$ cat src/rtl/sap_pkg.sv
// Shared opcode encodings and microstep state enum for the SAP accumulator core.
package sap_pkg;

    localparam logic [3:0] OP_NOP = 4'h0;
    localparam logic [3:0] OP_LDA = 4'h1;
    localparam logic [3:0] OP_ADD = 4'h2;
    localparam logic [3:0] OP_SUB = 4'h3;
    localparam logic [3:0] OP_STA = 4'h4;
    localparam logic [3:0] OP_LDI = 4'h5;
    localparam logic [3:0] OP_JMP = 4'h6;
    localparam logic [3:0] OP_JC  = 4'h7;
    localparam logic [3:0] OP_JZ  = 4'h8;
    localparam logic [3:0] OP_OUT = 4'hE;
    localparam logic [3:0] OP_HLT = 4'hF;

    typedef enum logic [2:0] {
        ST_HALT = 3'd0,
        ST_F0   = 3'd1,
        ST_F1   = 3'd2,
        ST_X1   = 3'd3,
        ST_X2   = 3'd4,
        ST_X3   = 3'd5
    } state_t;

endpackage

$ cat src/rtl/sap_alu.sv
// Combinational add/subtract for the accumulator; subtract is a + ~b + 1,
// so carry=1 on subtract means no borrow.
module sap_alu #(
    parameter int DATA_W = 8
) (
    input  logic [DATA_W-1:0] a,
    input  logic [DATA_W-1:0] b,
    input  logic              sub,
    output logic [DATA_W-1:0] result,
    output logic              carry,
    output logic              zero
);

    logic [DATA_W:0]   sum;
    logic [DATA_W-1:0] b_eff;

    always_comb begin
        b_eff  = sub ? ~b : b;
        sum    = {1'b0, a} + {1'b0, b_eff} + {{DATA_W{1'b0}}, sub};
        result = sum[DATA_W-1:0];
        carry  = sum[DATA_W];
        zero   = (sum[DATA_W-1:0] == '0);
    end

endmodule

$ cat src/rtl/sap_core.sv
// SAP accumulator CPU core: internal RAM, microstep FSM, handshaked load port
// and output channel, with run/step/stop control from HALT.
module sap_core
    import sap_pkg::*;
#(
    parameter int DATA_W = 8,
    parameter int ADDR_W = 4
) (
    input  logic              clk,
    input  logic              rst,
    input  logic              start,
    input  logic              step,
    input  logic              stop,
    input  logic              pc_clr,
    input  logic              load_valid,
    output logic              load_ready,
    input  logic [ADDR_W-1:0] load_addr,
    input  logic [DATA_W-1:0] load_data,
    output logic              out_valid,
    input  logic              out_ready,
    output logic [DATA_W-1:0] out_data,
    output logic              halted,
    output logic [ADDR_W-1:0] pc,
    output logic [DATA_W-1:0] a_reg,
    output logic              flag_c,
    output logic              flag_z,
    output state_t            core_state
);

    // Handshakes: a transfer happens on any rising clk edge where valid and
    // ready are both 1; the producer holds valid and data steady until then.

    logic [DATA_W-1:0] mem [2**ADDR_W];
    logic [DATA_W-1:0] mem_rd;
    logic [DATA_W-1:0] ir;
    logic [DATA_W-1:0] b_reg;
    logic [ADDR_W-1:0] mar;
    logic [3:0]        opcode;
    logic [3:0]        fetch_op;
    logic [ADDR_W-1:0] operand;
    logic              stop_q;
    logic              run_q;
    logic              out_xfer;
    logic              is_arith;
    logic              sta_write;

    logic [DATA_W-1:0] alu_result;
    logic              alu_carry;
    logic              alu_zero;

    state_t state_q;
    state_t state_d;
    state_t done_state;

    assign mem_rd   = mem[mar];
    assign opcode   = ir[DATA_W-1 -: 4];
    assign fetch_op = mem_rd[DATA_W-1 -: 4];
    assign operand  = ir[ADDR_W-1:0];
    assign out_xfer = out_valid && out_ready;

    assign halted     = (state_q == ST_HALT);
    assign core_state = state_q;

    // A stop seen on the final microstep counts just like a latched one.
    assign done_state = (stop_q || stop || !run_q) ? ST_HALT : ST_F0;

    sap_alu #(.DATA_W(DATA_W)) u_alu (
        .a      (a_reg),
        .b      (b_reg),
        .sub    (opcode == OP_SUB),
        .result (alu_result),
        .carry  (alu_carry),
        .zero   (alu_zero)
    );

    always_ff @(posedge clk) begin
        if (rst) begin
            state_q <= ST_HALT;
        end else begin
            state_q <= state_d;
        end
    end

    always_comb begin
        state_d    = state_q;
        load_ready = 1'b0;
        is_arith   = (opcode == OP_ADD) || (opcode == OP_SUB);
        sta_write  = 1'b0;
        case (state_q)
            ST_HALT: begin
                load_ready = 1'b1;
                if (step || start) state_d = ST_F0;
            end
            ST_F0: state_d = ST_F1;
            ST_F1: state_d = ST_X1;
            ST_X1: begin
                case (opcode)
                    OP_LDA, OP_ADD, OP_SUB, OP_STA: state_d = ST_X2;
                    OP_OUT:  if (out_xfer) state_d = done_state;
                    OP_HLT:  state_d = ST_HALT;
                    default: state_d = done_state;
                endcase
            end
            ST_X2: begin
                sta_write = (opcode == OP_STA);
                state_d   = is_arith ? ST_X3 : done_state;
            end
            ST_X3:   state_d = done_state;
            default: state_d = ST_HALT;
        endcase
    end

    always_ff @(posedge clk) begin
        if (rst) begin
            pc        <= '0;
            ir        <= '0;
            mar       <= '0;
            a_reg     <= '0;
            b_reg     <= '0;
            flag_c    <= 1'b0;
            flag_z    <= 1'b0;
            out_valid <= 1'b0;
            out_data  <= '0;
            stop_q    <= 1'b0;
            run_q     <= 1'b0;
        end else begin
            if (state_q == ST_HALT) begin
                if (step) run_q <= 1'b0;
                else if (start) run_q <= 1'b1;
                if (pc_clr) pc <= '0;
            end

            if (state_d == ST_HALT) stop_q <= 1'b0;
            else if (stop && state_q != ST_HALT) stop_q <= 1'b1;

            case (state_q)
                ST_F0: mar <= pc;
                ST_F1: begin
                    ir <= mem_rd;
                    pc <= pc + ADDR_W'(1);
                    // Raise out_valid on entry to X1 so data is stable the whole stall.
                    if (fetch_op == OP_OUT) begin
                        out_valid <= 1'b1;
                        out_data  <= a_reg;
                    end
                end
                ST_X1: begin
                    case (opcode)
                        OP_LDA, OP_ADD, OP_SUB, OP_STA: mar <= operand;
                        OP_LDI:  a_reg <= DATA_W'(operand);
                        OP_JMP:  pc <= operand;
                        OP_JC:   if (flag_c) pc <= operand;
                        OP_JZ:   if (flag_z) pc <= operand;
                        OP_OUT:  if (out_xfer) out_valid <= 1'b0;
                        default: ;
                    endcase
                end
                ST_X2: begin
                    if (opcode == OP_LDA) a_reg <= mem_rd;
                    else if (is_arith) b_reg <= mem_rd;
                end
                ST_X3: begin
                    a_reg  <= alu_result;
                    flag_c <= alu_carry;
                    flag_z <= alu_zero;
                end
                default: ;
            endcase
        end
    end

    // Loader writes only in HALT and STA only while running, so they never collide.
    always_ff @(posedge clk) begin
        if (load_valid && load_ready) mem[load_addr] <= load_data;
        else if (sta_write) mem[mar] <= a_reg;
    end

endmodule

$ cat config.mk
export PLATFORM = sky130hd
export DESIGN_NAME = sap_core
export DESIGN_NICKNAME = d
export VERILOG_FILES = /design/src/rtl/sap_pkg.sv /design/src/rtl/sap_alu.sv /design/src/rtl/sap_core.sv
export SDC_FILE = /design/constraint.sdc
export NUM_CORES = 1
export LEC_CHECK = 0
export BUFFER_PORTS_ARGS = -buffer_cell sky130_fd_sc_hd__buf_2
export CORE_UTILIZATION = 60
export CTS_CLUSTER_SIZE = 25
export DETAILED_ROUTE_END_ITERATION = 8
export PLACE_DENSITY = 0.79
export SYNTH_ARGS = -nofsm -noshare
export SYNTH_HDL_FRONTEND = slang
export SYNTH_SLANG_ARGS = --single-unit
$ cat constraint.sdc
create_clock -name clk -period 3.1 [get_ports clk]
set_input_delay 0.155 -clock clk [delete_from_list [all_inputs] [get_ports clk]]
set_output_delay 0.155 -clock clk [all_outputs]
set_load 0.005 [all_outputs]
After elaboration in Yosys (flattened, before gate mapping)
Memories as Yosys holds them, arrays and structs flattened. A register that Yosys moved wholly into a read port is not among the register bits.
Cells that the tools add are included.
- add/sub/neg operators: 3
- equal/unequal tests: 22
- mux-type cells: 36
- bitwise operators: 2
- reductions and logical operators: 25
- operators with widths (operator ; number):
    $mux 4 ; 8
    $mux 8 ; 4
    $pmux 8 s3 ; 1
    $pmux 3 s6 ; 1
    $eq 4x3->1 const B ; 4
    $eq 4x4->1 const B ; 4
    $pmux 4 s2 ; 2
    $mux 1 ; 14
    $pmux 4 s3 ; 1
    $add 8x8->9 ; 1
    $add 9x1->9 ; 1
    $mux 3 ; 3
    $pmux 3 s3 ; 1
    $eq 4x2->1 const B ; 2
    $logic_not 8->1 ; 1
    $ne 2x2->1 const B ; 4
    $not 8->8 ; 1
    $reduce_or 8->1 ; 1
    $eq 3x2->1 const B ; 2
    $eq 3x3->1 const B ; 2
    $logic_not 3->1 ; 2
    $reduce_and 2->1 ; 3
    $reduce_and 3->1 ; 2
    $reduce_bool 2->1 ; 3
    other kinds (13) ; 20
- bits in registers: 48
- bits in writable memories: 128
- input bits: 20
- memories kept: 1
- memories (name ; words ; width ; read ports ; clocked after memory_dff ; write ports ; RTL line ; source):
    mem ; 16 ; 8 ; 1 ; 1 ; 1 ; sap_core.sv:33 ; logic [DATA_W-1:0] mem [2**ADDR_W];

Logic depth before layout (Yosys ltp)
Gate-level depths: netlist of run 1.
- depth in word-level cells: 8
- mapped depth: 12

By module
A second synthesis of run 1 with hierarchy kept.
- cell total of the unflattened synthesis: 593
- area, all modules: 8135.3 µm²
- modules (own cells, without submodules) (module ; instances ; cells each ; area an instance (µm²) ; sequential area each (µm²)):
    sap_core ; 1 ; 537 ; 7702.4 ; 4884.7
    sap_alu ; 1 ; 56 ; 432.9 ; 0.0

Worst setup path before layout of run 1
No wires, ideal clock.
- path kind: reg-to-reg
- from: register ir[5]
- to: register flag_z
- library setup time: 0.060 ns
- arrival time: 2.781 ns
- data required time: 3.040 ns
- slack: 0.259 ns
- stages on the path, launching flop included: 12
- path buffers: 2
- path through: dfxtp_1 -> buf_2 -> nor4bb_1 -> buf_2 -> xor2_1 -> ha_1 -> and3b_1 -> a2111oi_1 -> o21ai_0 -> xnor2_1 -> nor4b_1 -> a32o_1
- cells in the longest elaborated chain, start to end: 5
- ends and longest elaborated chain (element ; RTL line ; source):
    start: declaration ; sap_core.sv:35 ; logic [DATA_W-1:0] ir;
    start signal: assignment ; sap_core.sv:139 ; ir <= mem_rd;
    $eq 4x2->1 * ; sap_core.sv:70 ; .sub (opcode == OP_SUB),
    $mux 8 ; sap_alu.sv:18 ; b_eff = sub ? ~b : b;
    $add 8x8->9 ; sap_alu.sv:19 ; sum = {1'b0, a} + {1'b0, b_eff} + {{DATA_W{1'b0}}, sub};
    $add 9x1->9 * ; sap_alu.sv:19 ;
    $logic_not 8->1 * ; sap_alu.sv:22 ; zero = (sum[DATA_W-1:0] == '0);
    end signal: assignment ; sap_core.sv:165 ; flag_z <= alu_zero;
    end: declaration ; sap_core.sv:26 ; output logic flag_z,
Every way passes the cells marked *; elsewhere a longest branch is shown, timed or not.
A chain may end at the register's enable or synchronous reset.

Final worst setup path of run 1
Ends and elaborated chain as after synthesis.

==> summary.md, run 1 <==
| Metric | Value |
|---|---|
| Worst EP arrival | `between 3 and 4 ns` |
| H-tree depth | `4` |
| Reg2reg end | `flag_z` |
| Sw Ratio | `22.1%` |
| Core area | `12700 um^2` |
| Gate power share | `8.6%` |
| Hold crit path type | `input pin to flip-flop` |
| PwrDens | `approximately 570 nW/um^2` |
| Placed inst area | `about 8500 um^2` |
| Place WS | `between 0.1 and 0.15 ns` |
| Largest net degree at the start of global routing | `about 50` |
| Min-Delay Endpoint | `run_q` |
| Routability cong. | `approximately 0.85` |
| Post-DRT Antenna Nets | `0` |
| Worst Slack Setup Final | `0.228 ns` |
| Fmax | `around 350 MHz` |
| Mux cell area share after synthesis | `14.1%` |
| Worst Path Max Fanout | `10` |
| Sequential-to-total area share from yosys stat | `61.7%` |
| Mapped Cells | `around 570` |
| RSZ-0062 raised after global routing | `no` |
| Status | `completed` |
| Total gr overflow | `0` |
| Int Pwr | `between 3 and 4 mW` |
| Max clock buf depth | `2` |
| Peak supply drop | `~0.39 mV` |
| Max Cap Viol | `0` |
| Cells on worst reg2reg path | `10` |
| Xor and xnor fraction of the mapped netlist area | `~1.7%` |
| Clk pwr share | `39.7%` |
| CTS sink cnt | `180` |
| Syn Nets | `600` |
| Vias per Instance | `between 6 and 7` |
| DRC | `0` |
| Slew Limit Headroom | `approximately 36%` |
| Most common cell in the netlist | `edfxtp_1` |
| Pleak | `3.28 nW` |
| Die width | `between 100 and 150 um` |
| Largest reg by FF count | `mem` |
| Primary FF master, synth | `edfxtp_1` |
| DRT iter0 DRCs | `roughly 580` |
| Fin Setup TNS | `0 ns` |
| Design area | `between 9000 and 10000 um^2` |
| Ports | `48` |
| Vias in the first global route | `about 5200` |
| CP Data Required Time | `3.46 ns` |
| Nets | `roughly 670` |
| DRT Pass-1 Iters | `6` |
| EDFF count, synth | `128` |
| Total routed wirelength | `18200 um` |
| Slew Limit Fails | `0` |
| Min Tclk post-route | `about 2.9 ns` |
| Avg WL per Cell | `about 22 um` |
| WHS Path Cells | `3` |
| Worst-Margin Slew | `0.951 ns` |
| Switching power summed over all nets | `roughly 1.1 mW` |
| Skew final | `~0.011 ns` |
| Synth Register Bits | `180` |
| Post-CTS Setup Inserts | `0` |
| Initial antenna violation count | `0` |
| Die height | `approximately 120 um` |
| Setup slack on the worst flop-to-flop path | `~0.23 ns` |
| First-pass GRT wire length | `approximately 28000 um` |
| Top post-synthesis cells by area | `edfxtp_1, dfxtp_1, mux4_1` |
| Vias | `around 5300` |
| CP Launch Type | `flip-flop` |
| Root Buffer | `clkbuf_16` |
| CTS tree | `yes` |
| Worst Setup Path Type | `flip-flop to flip-flop` |
| Fill cells | `about 880` |
| Synth Area in Adders | `approximately 1.5%` |
| DP HPWL | `12400 um` |
| Ant. Diodes | `0` |
| Mapped Area | `~8000 um^2` |
| Layout cells sized above 1 | `~22%` |
| Compound-Gate Fraction of Synth Area | `a little under 8%` |
| # port buffers | `47` |
| Area growth syn-to-layout | `14.2%` |
| Multi-input gate area | `about 2800 um^2` |
| Synth Warn # | `0` |
| Min Hold Slack | `approximately 0.063 ns` |
| FF/Latch Area | `a little under 5000 um^2` |
| Crit path capture type | `flip-flop` |
| Yosys top cell by area | `edfxtp_1` |
| Yosys top cell area share | `48.6%` |
| Tcrit/Tclk final | `92.6%` |
| Final Hold Viols | `0` |
| Clock Pin Slew Worst Setup and Hold Paths | `0.07 ns` |
| Endpoints failing setup | `0` |
| Tot GR Track Use | `~29%` |
| HP Start | `start` |
| Final core utilization | `a little under three quarters` |
| Reg2reg start | `ir[5]` |
| Dominant combinational cell family by area after synthesis | `multiplexers` |
| Max FFs per register | `128` |
| Flop pwr share | `just over 50%` |
| Most instantiated cells after synthesis | `edfxtp_1, nor2_1, dfxtp_1, nand2_1, a21oi_1` |
| Yosys cell types | `between 60 and 70` |
| Initial Util | `62.2%` |
| Total CTS buffers | `17` |
| Synth Area in Simple Gates | `a little over a tenth` |
| Row count | `41` |
| Avg Inst Size Synth | `between 10 and 15 um^2` |
| Worst-skew pair later-pin latency | `between 0.4 and 0.5 ns` |
| Async SR Flop Fraction | `0%` |
| Die area | `around 14000 um^2` |
==> power groups by stage <==
stage                     sequential, mW  clock, mW  combinational, mW
after global placement              2.70          0              0.421
after global routing                2.66       2.14              0.479
after detailed placement            2.71          0              0.434
after CTS                           2.65       2.06              0.441
after floorplan                     2.69          0              0.320
final                               2.65       2.04              0.443
==> kinds of logic (layout without fill, tap and decap cells) <==
kind of cell | after synthesis | after routing
compound gates | 89 | 89
xor+xnor | 15 | 15
fa+ha+maj | 9 | 9
buf+inv | 38 | 123
flops | 180 | 180
mux | 63 | 63
simple gates | 177 | 177
==> cell type report <==
cell class                      count  area share, %
Sequential cell                   180           54.1
Inverter                            9          0.374
Tap cell                          172           2.38
Multi-Input combinational cell    353           31.4
Timing Repair Buffer               82           5.68
Clock inverter                      9           1.18
Clock buffer                       23           4.96
==> what timing repair did <==
item | in CTS | in global routing
hold buffers | 1 | 0
endpoints found under the hold margin | 1 | 0
resized for setup | 0 | 1
setup endpoints to repair | 0 | 2
==> how the worst max path moves through the flow <==
stage / cells past startpoint / endpoint / slack, ns / startpoint
after floorplan: 11 / flag_z / 0.26 / ir[5]
after global placement: 10 / flag_z / 0.20 / ir[7]
after detailed placement: 10 / flag_z / 0.11 / ir[5]
after CTS: 10 / flag_z / 0.09 / ir[5]
after global routing: 10 / flag_z / 0.05 / ir[5]
final: 10 / flag_z / 0.23 / ir[5]
==> worst max-delay path, cell delays in order, from the launching register on <==
cell and delay, ns:
dfxtp_1 0.34, nor4bb_2 0.28, buf_4 0.24, xor2_1 0.26
ha_1 0.29, and4_1 0.23, a2111oi_2 0.44, o21ai_0 0.16
xnor2_1 0.16, nor4b_1 0.25, a32o_1 0.17
==> placed cells by master (no fill, tap or decap), drive strengths merged, types with 10 or more instances in the layout <==
| master | count |
|---|---|
| a21oi | 28 |
| mux4 | 33 |
| clkbuf | 23 |
| dfxtp | 52 |
| o21ai | 11 |
| mux2i | 20 |
| nand2 | 46 |
| edfxtp | 128 |
| buf | 81 |
| nor2 | 73 |
| mux2 | 10 |
==> per-layer routing <==
metal | part of all wire [%] | vias up | global-route usage (%)
met3 | 7.4 | 59 | 5.51
met5 | 0 | - | 0
li1 | - | 2340 | -
met2 | 50 | 257 | 49.6
met4 | 3.0 | 0 | 12.2
met1 | 39 | 2600 | 36.3
==> through the flow <==
stage	total power, mW	instances
floorplan	3.01	571
global placement	3.12	795
detailed placement	3.14	795
CTS	5.15	828
global route	5.28	828
finish	5.13	828
Power figures use the tool's default switching activity.
==> run 2, diff against run 1 <==
--- a/config.mk
+++ b/config.mk
@@ -6,10 +6,12 @@
 export NUM_CORES = 1
 export LEC_CHECK = 0
 export BUFFER_PORTS_ARGS = -buffer_cell sky130_fd_sc_hd__buf_2
+export CORE_MARGIN = 1.5
 export CORE_UTILIZATION = 60
 export CTS_CLUSTER_SIZE = 25
 export DETAILED_ROUTE_END_ITERATION = 8
 export PLACE_DENSITY = 0.79
+export RECOVER_POWER = 25
 export SYNTH_ARGS = -nofsm -noshare
 export SYNTH_HDL_FRONTEND = slang
 export SYNTH_SLANG_ARGS = --single-unit
==> run 2 against run 1 <==
Compared with the run above:
- critical path depth is 3 lower
- via count is 1.4% higher
- non-clock buffer count is 1 higher
- setup slack worse by 0.072 ns
- power is 0.18% lower
- cell area is 0.39% lower
- sequential power hardly changed
==> summary.md, run 2 (synthesis results as in run 1) <==
| Metric | Value |
|---|---|
| Commonest non-fill, non-tap cell in the layout | `edfxtp_1 (unchanged)` |
| Multi-input gate area | `2840 um^2 (about the same)` |
| Largest reg by FF count | `mem (unchanged)` |
| RSZ-0062 raised after global routing | `no (unchanged)` |
| Fmax | `340 MHz (was 348 MHz)` |
| Status | `completed (unchanged)` |
| Reg2reg start | `ir[4] (was ir[5])` |
| Max FFs per register | `128 (unchanged)` |
| Area growth syn-to-layout | `13.8% (was 14.2%)` |
| Max Cap Viol | `0 (unchanged)` |
| Slew Limit Headroom | `31.0% (was 36.4%)` |
| CP Launch Type | `flip-flop (unchanged)` |
| Core area | `12700 um^2 (unchanged)` |
| Setup slack on the worst flop-to-flop path | `0.16 ns (was 0.23 ns)` |
| Skew final | `0.00840 ns (was 0.0106 ns)` |
| CTS tree | `yes (unchanged)` |
| Row count | `41 (unchanged)` |
| Post-DRT Antenna Nets | `0 (unchanged)` |
| WHS Path Cells | `3 (unchanged)` |
| DRC | `0 (unchanged)` |
| Total gr overflow | `0 (unchanged)` |
| Max clock buf depth | `2 (unchanged)` |
| Cells on worst reg2reg path | `7 (was 10)` |
| Vias | `5328 (was 5256)` |
| Crit path capture type | `flip-flop (unchanged)` |
| Ports | `48 (unchanged)` |
| Avg WL per Cell | `22.5 um (was 22.0 um)` |
| Initial Util | `62.2% (unchanged)` |
| Endpoints failing setup | `0 (unchanged)` |
| DRT iter0 DRCs | `707 (was 581)` |
| DRT Pass-1 Iters | `7 (was 6)` |
| Ant. Diodes | `0 (unchanged)` |
| Layout cells sized above 1 | `20.5% (was 22.0%)` |
| Die height | `118 um (was 117 um)` |
| DP HPWL | `12700 um (was 12400 um)` |
| CTS sink cnt | `180 (unchanged)` |
| # port buffers | `47 (unchanged)` |
| FF/Latch Area | `4890 um^2 (unchanged)` |
| Place WS | `0.0960 ns (was 0.113 ns)` |
| Worst EP arrival | `3.00 ns (was 3.23 ns)` |
| Die width | `118 um (was 117 um)` |
| H-tree depth | `4 (unchanged)` |
| Min Tclk post-route | `2.94 ns (was 2.87 ns)` |
| Pleak | `3.22 nW (was 3.28 nW)` |
| Hold crit path type | `input pin to flip-flop (unchanged)` |
| Fin Setup TNS | `0 ns (unchanged)` |
| Fill cells | `902 (was 883)` |
| Worst Slack Setup Final | `0.156 ns (was 0.228 ns)` |
| Worst-skew pair later-pin latency | `0.44 ns (was 0.42 ns)` |
| Crit path to | `mem[11][4] (was flag_z)` |
| CP Data Required Time | `3.16 ns (was 3.46 ns)` |
| Total CTS buffers | `17 (unchanged)` |
| Total routed wirelength | `18700 um (was 18200 um)` |
| Final core utilization | `70.8% (was 71.0%)` |
| Root Buffer | `clkbuf_16 (unchanged)` |
| Reg2reg end | `mem[11][4] (was flag_z)` |
| Slew Limit Fails | `0 (unchanged)` |
| Final Hold Viols | `0 (unchanged)` |
| Source of the critical timing path | `ir[4] (was ir[5])` |
| Clock Pin Slew Worst Setup and Hold Paths | `0.07 ns (about the same)` |
| Vias per Instance | `6.43 (was 6.35)` |
| First-pass GRT wire length | `28800 um (was 28200 um)` |
| Largest net degree at the start of global routing | `49 (unchanged)` |
| PwrDens | `569 nW/um^2 (was 568 nW/um^2)` |
| Tot GR Track Use | `28.1% (was 28.9%)` |
| Most frequent cells in the layout | `edfxtp_1, nor2_1, dfxtp_1 (unchanged)` |
| Worst Setup Path Type | `flip-flop to flip-flop (unchanged)` |
| Initial antenna violation count | `0 (unchanged)` |
| Worst-Margin Slew | `1.03 ns (was 0.951 ns)` |
| Post-CTS Setup Inserts | `0 (unchanged)` |
| Worst Path Max Fanout | `8 (was 10)` |
| Routability cong. | `0.914 (was 0.851)` |
| Die area | `13900 um^2 (was 13700 um^2)` |
| Nets | `673 (was 672)` |
| Peak supply drop | `0.759 mV (was 0.389 mV)` |
| Vias in the first global route | `5271 (was 5225)` |
| Tcrit/Tclk final | `95.0% (was 92.6%)` |
-- run 2: changes by cell type in the layout (fill, tap and decap cells not counted), sizes merged --
cell | before | now
buf | 81 | 68
clkbuf | 23 | 32
clkinvlp | 1 | 2
bufinv | 2 | 1
inv | 8 | 13
-- run 2: worst min-delay path by stage --
| stage | startpoint | end | slack (ns) |
|---|---|---|---|
| floorplan | step | run_q | 0.25 |
| global route | start | run_q | 0.05 |
| finish | stop | stop_q | 0.05 |
| CTS | stop | stop_q | 0.03 |
| detailed placement | step | run_q | 0.37 |
| global placement | step | run_q | 0.35 |
-- run 2: power by group --
group / leakage [nW] / switching, mW / internal [mW]
Sequential: 1.57 / 0.0362 / 2.62
Clock: 0.266 / 0.922 / 1.11
Combinational: 1.38 / 0.251 / 0.185
Total: 3.22 / 1.21 / 3.91
-- run 2: what timing repair did --
| action | 4_1_cts | 5_1_grt |
|---|---|---|
| endpoints found under the hold margin | 1 | 0 |
| gates resized for setup | 0 | 2 |
| endpoints found under the setup margin | 0 | 2 |
| hold buffers | 1 | 0 |
-- run 2: cell type report --
type                            count  share of cell area, %
Clock buffer                       18                   4.77
Clock inverter                     14                   1.39
Inverter                            9                  0.375
Multi-Input combinational cell    353                   31.6
Sequential cell                   180                   54.3
Tap cell                          172                   2.39
Timing Repair Buffer               83                   5.23
-- run 2: through the flow --
step / hold slack, ns / instance area (um^2) / instances / power, mW
floorplan: 0.252 / 7920 / 571 / 3.01
global placement: 0.355 / 8460 / 796 / 3.12
detailed placement: 0.366 / 8460 / 796 / 3.14
CTS: 0.0311 / 9030 / 829 / 5.15
global route: 0.0523 / 9000 / 829 / 5.26
finish: 0.0456 / 9000 / 829 / 5.12
-- run 2: routing by layer --
metal / global-route usage, % / up-vias / wire length (um)
met3: 5.62 / 58 / 1340
li1: - / 2350 / -
met2: 47.1 / 277 / 9440
met1: 35.4 / 2643 / 7380
met4: 13.0 / 0 / 508
met5: 0 / - / 0
-- run 2: critical path: stages (launching register included) --
cell and delay (ns):
dfxtp_1 0.31, clkbuf_1 0.17, nor2_1 0.23, nand4b_1 0.33, clkbuf_1 0.28, nor3b_1 0.27
a31oi_1 0.13, nor2_1 0.83
==> run 3, diff against run 2 <==
--- a/config.mk
+++ b/config.mk
@@ -7,10 +7,10 @@
 export LEC_CHECK = 0
 export BUFFER_PORTS_ARGS = -buffer_cell sky130_fd_sc_hd__buf_2
 export CORE_MARGIN = 1.5
-export CORE_UTILIZATION = 60
+export CORE_UTILIZATION = 35
 export CTS_CLUSTER_SIZE = 25
 export DETAILED_ROUTE_END_ITERATION = 8
-export PLACE_DENSITY = 0.79
+export GPL_TIMING_DRIVEN = 0
 export RECOVER_POWER = 25
 export SYNTH_ARGS = -nofsm -noshare
 export SYNTH_HDL_FRONTEND = slang
==> run 3 against run 2 <==
Compared with the run above:
- die area rose by 69%
- hold slack improved by 0.027 ns
- flip-flop and latch count is the same
- combinational power increased by 10%
- via count shrank 5.6%
- power increased by 1.6%
- cell area increased by 4.0%
- non-clock buffer count is the same
- count of clock-buffer cells in the layout grew 2
- core utilization shrank 28 points
- clock skew rose by 0.0041 ns
==> summary.md, run 3 (synthesis results as in run 1) <==
| Metric | Value |
|---|---|
| Total routed wirelength | `19200 um (was 18700 um)` |
| Post-DRT Antenna Nets | `0 (unchanged)` |
| Met1 WL | `8360 um (was 7380 um)` |
| Die width | `153 um (was 118 um)` |
| # port buffers | `47 (unchanged)` |
| Initial antenna violation count | `0 (unchanged)` |
| Total gr overflow | `0 (unchanged)` |
| Vias in the first global route | `4920 (was 5271)` |
| Pleak | `3.20 nW (was 3.22 nW)` |
| Die height | `153 um (was 118 um)` |
| DRT Pass-1 Iters | `5 (was 7)` |
| Final core utilization | `42.5% (was 70.8%)` |
| First-pass GRT wire length | `29400 um (was 28800 um)` |
| Crit path capture type | `flip-flop (unchanged)` |
| Routed met2 length | `9620 um (was 9440 um)` |
| Peak supply drop | `0.295 mV (was 0.759 mV)` |
| Root Buffer | `clkbuf_16 (unchanged)` |
| Worst-skew pair later-pin latency | `0.43 ns (was 0.44 ns)` |
| Met3 Wirelength | `1010 um (was 1340 um)` |
| Clock Pin Slew Worst Setup and Hold Paths | `0.07 ns (about the same)` |
| Max FFs per register | `128 (unchanged)` |
| H-tree depth | `4 (unchanged)` |
| Status | `completed (unchanged)` |
| Largest net degree at the start of global routing | `17 (was 49)` |
| Final Hold Viols | `0 (unchanged)` |
| Worst-Margin Slew | `1.13 ns (was 1.03 ns)` |
| Layout cells sized above 1 | `21.8% (was 20.5%)` |
| Fmax | `345 MHz (was 340 MHz)` |
| Largest reg by FF count | `mem (unchanged)` |
| Worst Setup Path Type | `flip-flop to flip-flop (unchanged)` |
| CTS tree | `yes (unchanged)` |
| DRT iter0 DRCs | `311 (was 707)` |
| Worst EP arrival | `3.27 ns (was 3.00 ns)` |
| Nets | `673 (unchanged)` |
| Slew Limit Fails | `0 (unchanged)` |
| Fill cells | `2023 (was 902)` |
| Vias per Instance | `5.37 (was 6.43)` |
| Die area | `23500 um^2 (was 13900 um^2)` |
| DP HPWL | `13500 um (was 12700 um)` |
| Most frequent cells in the layout | `edfxtp_1, nor2_1, dfxtp_1 (unchanged)` |
| DRC | `0 (unchanged)` |
| Min Hold Slack | `0.0723 ns (was 0.0456 ns)` |
| Max clock buf depth | `2 (unchanged)` |
| Skew final | `0.0125 ns (was 0.00840 ns)` |
| Initial Util | `35.9% (was 62.2%)` |
| Max Cap Viol | `0 (unchanged)` |
| Total CTS buffers | `17 (unchanged)` |
| Row count | `54 (was 41)` |
| RSZ-0062 raised after global routing | `no (unchanged)` |
| Tcrit/Tclk final | `93.5% (was 95.0%)` |
| Core area | `22000 um^2 (was 12700 um^2)` |
| Min Tclk post-route | `2.90 ns (was 2.94 ns)` |
| Vias | `5032 (was 5328)` |
| Ant. Diodes | `0 (unchanged)` |
| Commonest non-fill, non-tap cell in the layout | `edfxtp_1 (unchanged)` |
| Endpoints failing setup | `0 (unchanged)` |
| PwrDens | `556 nW/um^2 (was 569 nW/um^2)` |
| Placed insts | `898 (was 796)` |
| Hold crit path type | `input pin to flip-flop (unchanged)` |
| Top Layer Used | `met4 (unchanged)` |
| Tot GR Track Use | `16.7% (was 28.1%)` |
| Slew Limit Headroom | `23.9% (was 31.0%)` |
| Worst Path Max Fanout | `9 (was 8)` |
| Ports | `48 (unchanged)` |
| CP Data Required Time | `3.47 ns (was 3.16 ns)` |
| Setup slack on the worst flop-to-flop path | `0.20 ns (was 0.16 ns)` |
| Avg WL per Cell | `20.5 um (was 22.5 um)` |
| Routability cong. | `0.866 (was 0.914)` |
| CTS sink cnt | `180 (unchanged)` |
| Final std cells w/o fill | `937 (was 829)` |
| Area growth syn-to-layout | `18.3% (was 13.8%)` |
| CP Launch Type | `flip-flop (unchanged)` |
| Total Power | `5.21 mW (was 5.12 mW)` |
==> run 3: changes by cell type in the layout (fill, tap and decap cells not counted), moves of 3 or more <==
cell	delta
buf_4	-20
nor2_1	-16
nor2_4	+15
clkbuf_1	+14
a31oi_1	-4
mux2_1	+4
mux2_2	-4
a31oi_4	+3
buf_6	+3
clkinv_1	-3
==> run 3: where the power goes <==
part           total [mW]  switching (mW)  leakage (nW)  internal, mW
combinational       0.480           0.282          1.35         0.197
clock                2.08           0.953         0.271          1.13
sequential           2.65          0.0316          1.57          2.62
total                5.21            1.27          3.20          3.94
==> run 3: worst max-delay path: stages (launching register included) <==
cell	delay (ns)
dfxtp_1	0.29
buf_2	0.16
nor4bb_4	0.16
buf_6	0.14
mux2_2	0.27
fa_1	0.45
a21o_1	0.19
a21oi_1	0.17
xnor2_1	0.10
or4_1	0.49
nor4b_2	0.26
a32o_1	0.16
==> run 3: routing by layer <==
metal	global-route usage (%)	up-vias
li1	-	2349
met1	22.4	2530
met2	27.6	138
met3	3.86	15
met4	3.93	0
met5	0	-
==> run 3: area by class of cell <==
| class | count | area, um^2 | share of cell area (%) |
|---|---|---|---|
| Clock inverter | 12 | 121 | 1.30 |
| Clock buffer | 20 | 437 | 4.66 |
| Timing Repair Buffer | 54 | 277 | 2.95 |
| Tap cell | 280 | 350 | 3.74 |
| Inverter | 9 | 37.5 | 0.401 |
| Sequential cell | 180 | 4890 | 52.2 |
| Buffer | 29 | 178 | 1.90 |
| Multi-Input combinational cell | 353 | 3080 | 32.9 |
==> run 3: path summary, 6_finish.rpt <==
kind | cells after the start | to | start
min | 3 | run_q | start
min reg2reg | 2 | out_data[7] | out_data[7]
max reg2reg | 11 | flag_z | ir[5]
max | 11 | flag_z | ir[5]
==> run 3: stage by stage <==
stage / setup TNS (ns) / setup WS, ns / instance area [um^2]
floorplan: 0 / 0.259 / 7920
global placement: -14.03 / -0.212 / 8500
detailed placement: -18.32 / -0.266 / 8500
CTS: -0.185 / -0.0179 / 9150
global route: 0 / 0.00780 / 9360
finish: 0 / 0.200 / 9360
==> run 3: what timing repair did <==
| action | CTS | global route |
|---|---|---|
| endpoints found under the hold margin | 1 | 0 |
| hold buffers | 1 | 0 |
| gates resized for setup | 25 | 29 |
| endpoints found under the setup margin | 130 | 115 |
| buffers inserted | 0 | 6 |
| pin swaps | 0 | 1 |
